$ cat src/rtl/fifo_pkg.sv
// Shared definitions for the synchronous flagged FIFO: sizing helpers and
// a status record used by scoreboards and status registers.
package fifo_pkg;

  // Widest occupancy count a status record can carry.
  localparam int STATUS_CNT_W = 16;

  // Number of address bits needed to index DEPTH entries.
  function automatic int clog2_depth(input int depth);
    int r;
    r = 0;
    while ((1 << r) < depth) r++;
    return r;
  endfunction

  // Pointers carry one extra wrap bit beyond the memory address.
  function automatic int ptr_width(input int depth);
    return clog2_depth(depth) + 1;
  endfunction

  typedef struct packed {
    logic [STATUS_CNT_W-1:0] count;
    logic                    almost_full;
    logic                    almost_empty;
    logic                    overflow;
    logic                    underflow;
  } fifo_status_t;

endpackage

$ cat src/rtl/fifo_if.sv
// Write/read handshake bundle for the FIFO; both sides share one clock.
interface fifo_if #(
  parameter int DATA_W = 32,
  parameter int CNT_W  = 5
);
  logic              wr_en;
  logic [DATA_W-1:0] wr_data;
  logic              wr_full;
  logic              rd_en;
  logic [DATA_W-1:0] rd_data;
  logic              rd_valid;
  logic              rd_empty;
  logic [CNT_W-1:0]  count;
  logic              almost_full;
  logic              almost_empty;
  logic              overflow;
  logic              underflow;
  logic              err_clr;

  modport master (
    output wr_en, wr_data, rd_en, err_clr,
    input  wr_full, rd_data, rd_valid, rd_empty, count,
           almost_full, almost_empty, overflow, underflow
  );

  modport slave (
    input  wr_en, wr_data, rd_en, err_clr,
    output wr_full, rd_data, rd_valid, rd_empty, count,
           almost_full, almost_empty, overflow, underflow
  );
endinterface

$ cat src/rtl/fifo_mem.sv
// Simple dual-port storage: synchronous write, registered read with enable.
// No reset on the array or read register so it maps onto block RAM.
module fifo_mem
  import fifo_pkg::*;
#(
  parameter int DATA_W = 32,
  parameter int DEPTH  = 16,
  parameter int ADDR_W = clog2_depth(DEPTH)
) (
  input  logic              clk,
  input  logic              i_wr_en,
  input  logic [ADDR_W-1:0] i_wr_addr,
  input  logic [DATA_W-1:0] i_wr_data,
  input  logic              i_rd_en,
  input  logic [ADDR_W-1:0] i_rd_addr,
  output logic [DATA_W-1:0] o_rd_data
);

  logic [DATA_W-1:0] r_mem [DEPTH];

  // Write port and enabled, registered read port.
  always_ff @(posedge clk) begin
    if (i_wr_en) r_mem[i_wr_addr] <= i_wr_data;
    if (i_rd_en) o_rd_data <= r_mem[i_rd_addr];
  end

endmodule

$ cat src/rtl/sync_fifo_flags.sv
// Single-clock FIFO with occupancy count, almost-full/almost-empty
// thresholds and sticky overflow/underflow flags.
module sync_fifo_flags
  import fifo_pkg::*;
#(
  parameter int DATA_W    = 32,
  parameter int DEPTH     = 16,
  parameter int AFULL_TH  = DEPTH - 2,
  parameter int AEMPTY_TH = 2
) (
  input  logic clk,
  input  logic rst_n,
  fifo_if.slave bus
);

  localparam int ADDR_W = clog2_depth(DEPTH);
  localparam int PTR_W  = ptr_width(DEPTH);
  localparam logic [PTR_W-1:0] FULL_V   = PTR_W'(DEPTH);
  localparam logic [PTR_W-1:0] AFULL_V  = PTR_W'(AFULL_TH);
  localparam logic [PTR_W-1:0] AEMPTY_V = PTR_W'(AEMPTY_TH);

  generate
    if (DEPTH < 4 || (DEPTH & (DEPTH - 1)) != 0) begin : g_bad_depth
      $error("sync_fifo_flags: DEPTH must be a power of two and >= 4");
    end
    if (AFULL_TH < 1 || AFULL_TH > DEPTH) begin : g_bad_afull
      $error("sync_fifo_flags: AFULL_TH must lie in 1..DEPTH");
    end
    if (AEMPTY_TH < 0 || AEMPTY_TH > DEPTH - 1) begin : g_bad_aempty
      $error("sync_fifo_flags: AEMPTY_TH must lie in 0..DEPTH-1");
    end
  endgenerate

  logic [PTR_W-1:0]  r_wr_ptr;
  logic [PTR_W-1:0]  r_rd_ptr;
  logic [PTR_W-1:0]  r_count;
  logic              r_rd_valid;
  logic              r_data_seen;
  logic              r_overflow;
  logic              r_underflow;
  logic              w_full;
  logic              w_empty;
  logic              w_wr_acc;
  logic              w_rd_acc;
  logic [DATA_W-1:0] w_mem_q;

  // Flags come only from the registered count, never from this cycle's requests.
  assign w_full   = (r_count == FULL_V);
  assign w_empty  = (r_count == '0);
  assign w_wr_acc = bus.wr_en & ~w_full;
  assign w_rd_acc = bus.rd_en & ~w_empty;

  fifo_mem #(
    .DATA_W (DATA_W),
    .DEPTH  (DEPTH),
    .ADDR_W (ADDR_W)
  ) u_mem (
    .clk       (clk),
    .i_wr_en   (w_wr_acc),
    .i_wr_addr (r_wr_ptr[ADDR_W-1:0]),
    .i_wr_data (bus.wr_data),
    .i_rd_en   (w_rd_acc),
    .i_rd_addr (r_rd_ptr[ADDR_W-1:0]),
    .o_rd_data (w_mem_q)
  );

  // Pointer and occupancy bookkeeping; only accepted transfers move state.
  always_ff @(posedge clk or negedge rst_n) begin
    if (!rst_n) begin
      r_wr_ptr <= '0;
      r_rd_ptr <= '0;
      r_count  <= '0;
    end else begin
      if (w_wr_acc) r_wr_ptr <= r_wr_ptr + PTR_W'(1);
      if (w_rd_acc) r_rd_ptr <= r_rd_ptr + PTR_W'(1);
      case ({w_wr_acc, w_rd_acc})
        2'b10:   r_count <= r_count + PTR_W'(1);
        2'b01:   r_count <= r_count - PTR_W'(1);
        default: r_count <= r_count;
      endcase
    end
  end

  // Read-valid strobe, plus a marker that the RAM read register holds real data.
  // The RAM register itself has no reset, so rd_data is forced to zero until
  // the first accepted read after reset; afterwards the RAM register holds.
  always_ff @(posedge clk or negedge rst_n) begin
    if (!rst_n) begin
      r_rd_valid  <= 1'b0;
      r_data_seen <= 1'b0;
    end else begin
      r_rd_valid <= w_rd_acc;
      if (w_rd_acc) r_data_seen <= 1'b1;
    end
  end

  // Sticky error flags; a clear wins over a same-cycle set.
  always_ff @(posedge clk or negedge rst_n) begin
    if (!rst_n) begin
      r_overflow  <= 1'b0;
      r_underflow <= 1'b0;
    end else if (bus.err_clr) begin
      r_overflow  <= 1'b0;
      r_underflow <= 1'b0;
    end else begin
      if (bus.wr_en & w_full)  r_overflow  <= 1'b1;
      if (bus.rd_en & w_empty) r_underflow <= 1'b1;
    end
  end

  assign bus.wr_full      = w_full;
  assign bus.rd_empty     = w_empty;
  assign bus.count        = r_count;
  assign bus.almost_full  = (r_count >= AFULL_V);
  assign bus.almost_empty = (r_count <= AEMPTY_V);
  assign bus.rd_valid     = r_rd_valid;
  assign bus.rd_data      = r_data_seen ? w_mem_q : '0;
  assign bus.overflow     = r_overflow;
  assign bus.underflow    = r_underflow;

endmodule
$ cat src/flat_wrapper.sv
// flat-port wrapper written by rule: the top's interface ports become plain ports
module sync_fifo_flags_flat import fifo_pkg::*;
#(
  parameter int DATA_W    = 32,
  parameter int DEPTH     = 16,
  parameter int AFULL_TH  = DEPTH - 2,
  parameter int AEMPTY_TH = 2
)
  (clk, rst_n, bus_wr_en, bus_wr_data, bus_rd_en, bus_err_clr, bus_wr_full, bus_rd_data, bus_rd_valid, bus_rd_empty, bus_count, bus_almost_full, bus_almost_empty, bus_overflow, bus_underflow);
  fifo_if #(.DATA_W(DATA_W)) bus_i ();
  input  logic clk;
  input  logic rst_n;
  input wire logic [$bits(bus_i.wr_en)-1:0] bus_wr_en;
  input wire logic [$bits(bus_i.wr_data)-1:0] bus_wr_data;
  input wire logic [$bits(bus_i.rd_en)-1:0] bus_rd_en;
  input wire logic [$bits(bus_i.err_clr)-1:0] bus_err_clr;
  output wire logic [$bits(bus_i.wr_full)-1:0] bus_wr_full;
  output wire logic [$bits(bus_i.rd_data)-1:0] bus_rd_data;
  output wire logic [$bits(bus_i.rd_valid)-1:0] bus_rd_valid;
  output wire logic [$bits(bus_i.rd_empty)-1:0] bus_rd_empty;
  output wire logic [$bits(bus_i.count)-1:0] bus_count;
  output wire logic [$bits(bus_i.almost_full)-1:0] bus_almost_full;
  output wire logic [$bits(bus_i.almost_empty)-1:0] bus_almost_empty;
  output wire logic [$bits(bus_i.overflow)-1:0] bus_overflow;
  output wire logic [$bits(bus_i.underflow)-1:0] bus_underflow;
  assign bus_i.wr_en = bus_wr_en;
  assign bus_i.wr_data = bus_wr_data;
  assign bus_i.rd_en = bus_rd_en;
  assign bus_i.err_clr = bus_err_clr;
  assign bus_wr_full = bus_i.wr_full;
  assign bus_rd_data = bus_i.rd_data;
  assign bus_rd_valid = bus_i.rd_valid;
  assign bus_rd_empty = bus_i.rd_empty;
  assign bus_count = bus_i.count;
  assign bus_almost_full = bus_i.almost_full;
  assign bus_almost_empty = bus_i.almost_empty;
  assign bus_overflow = bus_i.overflow;
  assign bus_underflow = bus_i.underflow;
  sync_fifo_flags #(.DATA_W(DATA_W), .DEPTH(DEPTH), .AFULL_TH(AFULL_TH), .AEMPTY_TH(AEMPTY_TH)) u_core (.clk(clk), .rst_n(rst_n), .bus(bus_i));
endmodule
$ cat config.mk
export PLATFORM = sky130hd
export DESIGN_NAME = sync_fifo_flags_flat
export DESIGN_NICKNAME = d
export VERILOG_FILES = /design/src/rtl/fifo_pkg.sv /design/src/rtl/fifo_if.sv /design/src/rtl/fifo_mem.sv /design/src/rtl/sync_fifo_flags.sv /design/src/flat_wrapper.sv
export SDC_FILE = /design/constraint.sdc
export NUM_CORES = 1
export LEC_CHECK = 0
export ABC_AREA = 1
export ABC_CLOCK_PERIOD_IN_PS = 7100
export BUFFER_PORTS_ARGS = -buffer_cell sky130_fd_sc_hd__clkbuf_2
export CAP_MARGIN = 15
export CORE_MARGIN = 4
export CORE_UTILIZATION = 40
export CTS_CLUSTER_DIAMETER = 30
export DETAILED_ROUTE_END_ITERATION = 16
export SYNTH_ARGS = -nofsm -noshare
export SYNTH_HDL_FRONTEND = slang
export SYNTH_SLANG_ARGS = --single-unit
$ cat constraint.sdc
create_clock -name clk -period 7.1 [get_ports clk]
set_input_delay 0.355 -clock clk [delete_from_list [all_inputs] [get_ports clk]]
set_output_delay 0.355 -clock clk [all_outputs]
set_load 0.005 [all_outputs]
* After elaboration in Yosys (flattened, before gate mapping)
Memory sizes are Yosys's and may differ from the RTL's. A register that Yosys moved wholly into a read port is not among the register bits.
Index checks and enable logic that the tools add are counted.
** Storage, ports and cells
- Register bits :: 19
- Memory bits (writable) :: 512
- Bits of input ports :: 37
- Output and inout port bits :: 44
- Memories kept :: 1
** Memories
- u_core.u_mem.r_mem :: words 16, width 32, read ports 1, clocked after memory_dff 1, wr ports 1, RTL line fifo_mem.sv:19 : logic [DATA_W-1:0] r_mem [DEPTH];
** Cells by class
- Add/subtract/negate cells :: 4
- Order comparisons :: 2
- Equality and inequality tests :: 3
- Muxes and demuxes :: 8
- Bitwise gates (word level) :: 6
- Reduce and logical (&&, ||, !) cells :: 4
** Operators with widths (count)
- $mux W32 :: 1
- $add A5 B1 Y5 const B :: 3
- $pmux W5 S2 :: 1
- $mux W1 :: 6
- $reduce_bool A2 Y1 :: 3
- $eq A5 B5 Y1 const B :: 1
- $ge A5 B4 Y1 const B :: 1
- $le A5 B2 Y1 const B :: 1
- $logic_not A5 Y1 :: 1
- $sub A5 B1 Y5 const B :: 1
- $and A1 B1 Y1 :: 4
- $eq A2 B1 Y1 const B :: 1
- $eq A2 B2 Y1 const B :: 1
- $not A1 Y1 :: 2

* Logic depth before layout (Yosys ltp)
- Word-level depth :: 5
- Mapped depth :: 17
- Mapped depth without buffers :: 16

* Cells and area by module
Synthesis repeated with hierarchy kept, for this count alone.
** Unflattened totals
- Cell total of the unflattened synthesis :: 2297
- Area total of the unflattened synthesis :: 24254.5 um2
** By module, submodules not included
- fifo_mem :: instances 1, cells an instance 2120, area an instance 23050.9 um2, seq. area each 16335.7 um2
- sync_fifo_flags :: instances 1, cells an instance 177, area an instance 1203.7 um2, seq. area each 425.4 um2

* Worst setup path before layout
No wires, ideal clock.
- Kind :: register -> register
- Start :: register u_core.r_count[1], in the netlist u_core.bus.count[1]
- End :: register u_core.r_count[4], in the netlist u_core.bus.count[4]
- Library setup time :: 0.117 ns
- Arrival :: 2.679 ns
- Data required time :: 6.983 ns
- Slack :: 4.303 ns
- Stages on the path, launching flop included :: 17
- Clock period less this slack :: 2.797 ns
- Cell sequence :: dfrtp_1 -> inv_1 -> nand4_1 -> nand2_1 -> inv_1 -> ha_1 -> clkbuf_1 -> nor2_1 -> nor2_1 -> ha_1 -> inv_1 -> nand2_1 -> nand3_1 -> nand2_1 -> nand2_1 -> nand3_1 -> nand2_1
** Between the ends
- Cells in the longest elaborated chain, start to end :: 5
- Elaborated cells between the ends (all ways) :: 12
** Ends and longest elaborated chain
- start: declaration :: RTL line sync_fifo_flags.sv:36 : logic [PTR_W-1:0] r_count;
- start signal: assignment :: RTL line sync_fifo_flags.sv:77 : 2'b10: r_count <= r_count + PTR_W'(1);
- start signal: assignment :: RTL line sync_fifo_flags.sv:78 : 2'b01: r_count <= r_count - PTR_W'(1);
- start signal: assignment :: RTL line sync_fifo_flags.sv:79 : default: r_count <= r_count;
- $logic_not A5 Y1 * :: RTL line sync_fifo_flags.sv:49 : assign w_empty = (r_count == '0);
- $not A1 Y1 * :: RTL line sync_fifo_flags.sv:51 : assign w_rd_acc = bus.rd_en & ~w_empty;
- $and A1 B1 Y1 * :: RTL line sync_fifo_flags.sv:51
- named net u_core.u_mem.i_rd_en :: RTL line fifo_mem.sv:14 : input logic i_rd_en,
- $eq A2 B1 Y1 or $eq A2 B2 Y1 (tied branches) :: RTL line sync_fifo_flags.sv:76 : case ({w_wr_acc, w_rd_acc})
- $pmux W5 S2 or $reduce_bool A2 Y1 (tied branches)
The timed path passes the listed nets; every way through them passes the cells marked *.
A chain may end at the register's enable or synchronous reset.

==> flow_metrics.py <==
metrics = {
    "final_layout": {
        "layout.nets": 1961,
        "antenna_cells": 0,
        "drive_above_1_share": 0.1492,
        "fin_cells": 2752,
        "multi_input_area_mm2": 0.004860,
        "area_delta_synth_final_pct": 21.69,
        "regArea_mm2": 0.01677,
        "utilization": 0.4921,
        "fillers": 4676,
    },
    "sta": {
        "rsz0062_at_grt": "no",
        "hold_viol_final": 0,
        "drv_slew": 0,
        "setup_slack_ns": 3.865,
        "finalSetupViolations": 0,
        "slew_headroom": 0.2214,
        "skew_ns": 0.02109,
        "max_freq_ghz": 0.3091,
        "post-route-period-util": 0.4556,
        "worstMarginPinSlew_ns": 1.168,
        "final.setup.tns_ns": 0,
        "min_period_ns": 3.235,
    },
    "power_and_ir_drop": {
        "pwr-share-clk": 0.401,
        "swShare": 0.3251,
        "vdd_drop_max_uv": 291.5,
        "switchingPower_mw": 4.027,
        "powerDensity_mw_per_mm2": 456.0,
        "combPwrFrac": 0.246,
        "pwr-share-seq": 0.353,
        "internal_power_mw": 8.358,
        "power_leakage_nw": 9.973,
    },
    "job": {
        "cap_violations": 0,
    },
    "detailed_routing": {
        "drt-wirelength-per-cell_um": 20.79,
        "drcViolationCount": 0,
        "drt_pass1_iterations": 5,
        "wl_mm": 57.21,
        "dr_total_vias": 14250,
        "final_antenna_net_count": 0,
        "drt_iter0_drc": 1255,
        "avgViaCountPerCell": 5.177,
    },
    "global_route": {
        "antenna_found_initial": 1,
        "grt.overflow.total": 0,
        "track_usage": 0.1896,
        "grt_first_pass_wirelength_mm": 86.17,
        "grt_max_degree": 125,
        "grt_pass1_vias": 14050,
    },
    "logic_synthesis": {
        "yosysWarnings": 0,
        "synth_most_common_cell": "edfxtp_1",
        "ys_seq_elements": 561,
        "netlist_top_cells_count": "544 x edfxtp_1, 431 x nand2_1, 181 x nor2_1",
        "synthCells": 1796,
        "synth_ff_type": "edfxtp_1",
        "netlist.area_leader.share": 0.7318,
        "synth_area_per_cell_um2": 12.43,
        "synthTopCellsByArea": "edfxtp_1 73%, nand2_1 7.2%, a21oi_1 3.2%, nor2_1 3.0%, o21ai_0 2.7%",
        "synth-seq-area-share": 0.7509,
        "async_flop_share": 0.03030,
        "syn-num-nets": 1841,
        "yosysUniqueCellTypes": 26,
        "synth_area_mm2": 0.02232,
        "synth_top_cell_by_area": "edfxtp_1",
        "synth_edf_count": 544,
    },
    "worst_setup_path": {
        "cp.required_ns": 7.58,
        "cp-end-kind": "register",
        "crit_path_max_fanout": 124,
        "path_common_cell": "nand2_1",
        "r2r-end": "u_core.u_mem.o_rd_data[21]",
        "arrival_ns": 3.72,
        "r2r_cells": 8,
        "cp-start-kind": "register",
        "crit_family": "buffers and inverters",
        "r2r-start": "u_core.r_rd_ptr[0]",
        "endpoint": "u_core.u_mem.o_rd_data[21]",
        "r2r_slack_ns": 3.87,
        "cp_num_cells": 8,
        "slowest_delay_ns": 0.97,
        "crit_type": "register to register",
        "cp_slowest_cell": "buf_4",
        "crit_start": "u_core.r_rd_ptr[0]",
        "worstPathCellList": "inv_6 -> buf_4 -> nand2_1 -> nand3_1 -> nand2_1 -> a21oi_1 -> nand2_1 -> nand2_1",
        "cp.buffers_inverters": 2,
    },
    "floorplan": {
        "die_x_um": 244.2,
        "start_util": 0.4044,
        "io_pins": 81,
        "num_rows": 86,
        "die_h_um": 244.2,
        "die_area_mm2": 0.05965,
        "coreArea_mm2": 0.05520,
    },
    "clocking": {
        "cts.sinks": 561,
        "clock_path_buffers": 3,
        "cts_tree": "done",
        "htree_levels": 3,
        "cts_made_buffers": 106,
        "cts.clk_slew.worst_paths_ns": 0.05,
        "clock_latency_ns": 0.64,
        "ctsRootBufferMaster": "clkbuf_16",
    },
    "placement": {
        "post-place-cells": 2552,
        "dp_slack_ns": 3.883,
        "portBuffers": 80,
        "routabilityCongestion": 0.7487,
        "dp_hpwl_mm": 28.22,
    },
    "run_status": {
        "status": "finished clean",
    },
    "min_path": {
        "hp-class": "input port to register",
    },
}
==> worst register-to-register path: stages (launching register included) <==
cell and delay (ns):
dfrtp_4 0.65, inv_6 0.70, buf_4 0.98, nand2_1 0.24, nand3_1 0.13, nand2_1 0.06, a21oi_1 0.18, nand2_1 0.09
nand2_1 0.07
==> through the flow <==
stage,instance area [µm²],hold slack [ns],power (mW)
global route,27160,0.1425,13.04
detailed placement,23510,0.3379,7.494
floorplan,22320,0.05941,6.427
global placement,23510,0.3324,7.439
CTS,27160,0.09482,12.48
finish,27160,0.1369,12.39
==> area by class of cell <==
type	count	share of cell area
repair buffers	112	0.02395
flip-flops and latches	561	0.6173
clock inverters	72	0.02925
multi-input cells	1046	0.1789
well taps	748	0.03446
inverters	89	0.01248
clock buffers	124	0.1036
==> cell usage in the layout (no fill, tap or decap), types with 4 or more instances in the layout <==
master / netlist / layout
clkinv_4: 0 / 7
nand3_1: 71 / 71
nor2_1: 181 / 165
clkinvlp_4: 0 / 12
clkinv_1: 1 / 21
edfxtp_1: 544 / 544
o21ai_1: 13 / 13
clkbuf_16: 0 / 109
ha_1: 8 / 8
bufinv_16: 0 / 14
buf_4: 10 / 28
a21oi_1: 141 / 141
dlygate4sd3_1: 0 / 4
nor2_4: 0 / 17
dfrtp_1: 17 / 13
clkbuf_2: 0 / 80
clkbuf_1: 48 / 12
inv_1: 86 / 84
inv_6: 0 / 5
nand2_1: 431 / 430
o21ai_0: 122 / 122
clkinv_2: 0 / 12
xor2_1: 7 / 7
o211ai_1: 64 / 64
==> power by group through the flow <==
stage / sequential (mW) / clock [mW] / combinational (mW)
floorplan: 4.33 / 0 / 2.10
global placement: 4.42 / 0 / 3.01
detailed placement: 4.43 / 0 / 3.06
CTS: 4.37 / 5.02 / 3.09
global route: 4.41 / 5.20 / 3.43
finish: 4.37 / 4.96 / 3.05
==> sequential cells by signal, summed over array words and instances, names as in the netlist <==
| signal | count |
|---|---|
| u_core.bus.count | 5 |
| u_core.bus.overflow | 1 |
| u_core.bus.rd_valid | 1 |
| u_core.bus.underflow | 1 |
| u_core.r_data_seen | 1 |
| u_core.r_rd_ptr | 4 |
| u_core.r_wr_ptr | 4 |
| u_core.u_mem.o_rd_data | 32 |
| u_core.u_mem.r_mem | 512 |
==> timing repair <==
action / in CTS / in global routing
endpoints found under the hold margin: 19 / 0
buffers inserted: 0 / 0
hold buffers: 4 / 0
resized for setup: 0 / 0
endpoints found under the setup margin: 0 / 0
==> metal layers <==
metal | up-vias | global-route usage | routed length (µm)
li1 | 6598 | - | -
met1 | 7046 | 0.2482 | 23980
met2 | 504 | 0.3218 | 27970
met3 | 96 | 0.03662 | 4051
met4 | 2 | 0.05907 | 1186
met5 | - | 0 | 20
==> cells by family (layout without fill, tap and decap cells) <==
family,after synthesis,count (layout),share of synthesized area
simple gates,688,688,0.1203
flops,561,561,0.7509
compound gates,342,342,0.08408
buf+inv,189,397,0.03711
fa+ha+maj,8,8,0.004484
xor+xnor,8,8,0.003139
==> worst min-delay path by stage <==
| stage | start | slack (ns) | to | depth (start not counted) |
|---|---|---|---|---|
| floorplan | rst_n | 0.06 | u_core.bus.count[0] | 0 |
| global placement | rst_n | 0.33 | u_core.bus.underflow | 1 |
| detailed placement | rst_n | 0.34 | u_core.bus.overflow | 1 |
| CTS | bus_wr_data[2] | 0.09 | u_core.u_mem.r_mem[6][2] | 1 |
| global route | bus_wr_data[2] | 0.14 | u_core.u_mem.r_mem[7][2] | 1 |
| finish | bus_wr_data[2] | 0.14 | u_core.u_mem.r_mem[6][2] | 1 |
(Power assumes the default switching activity.)
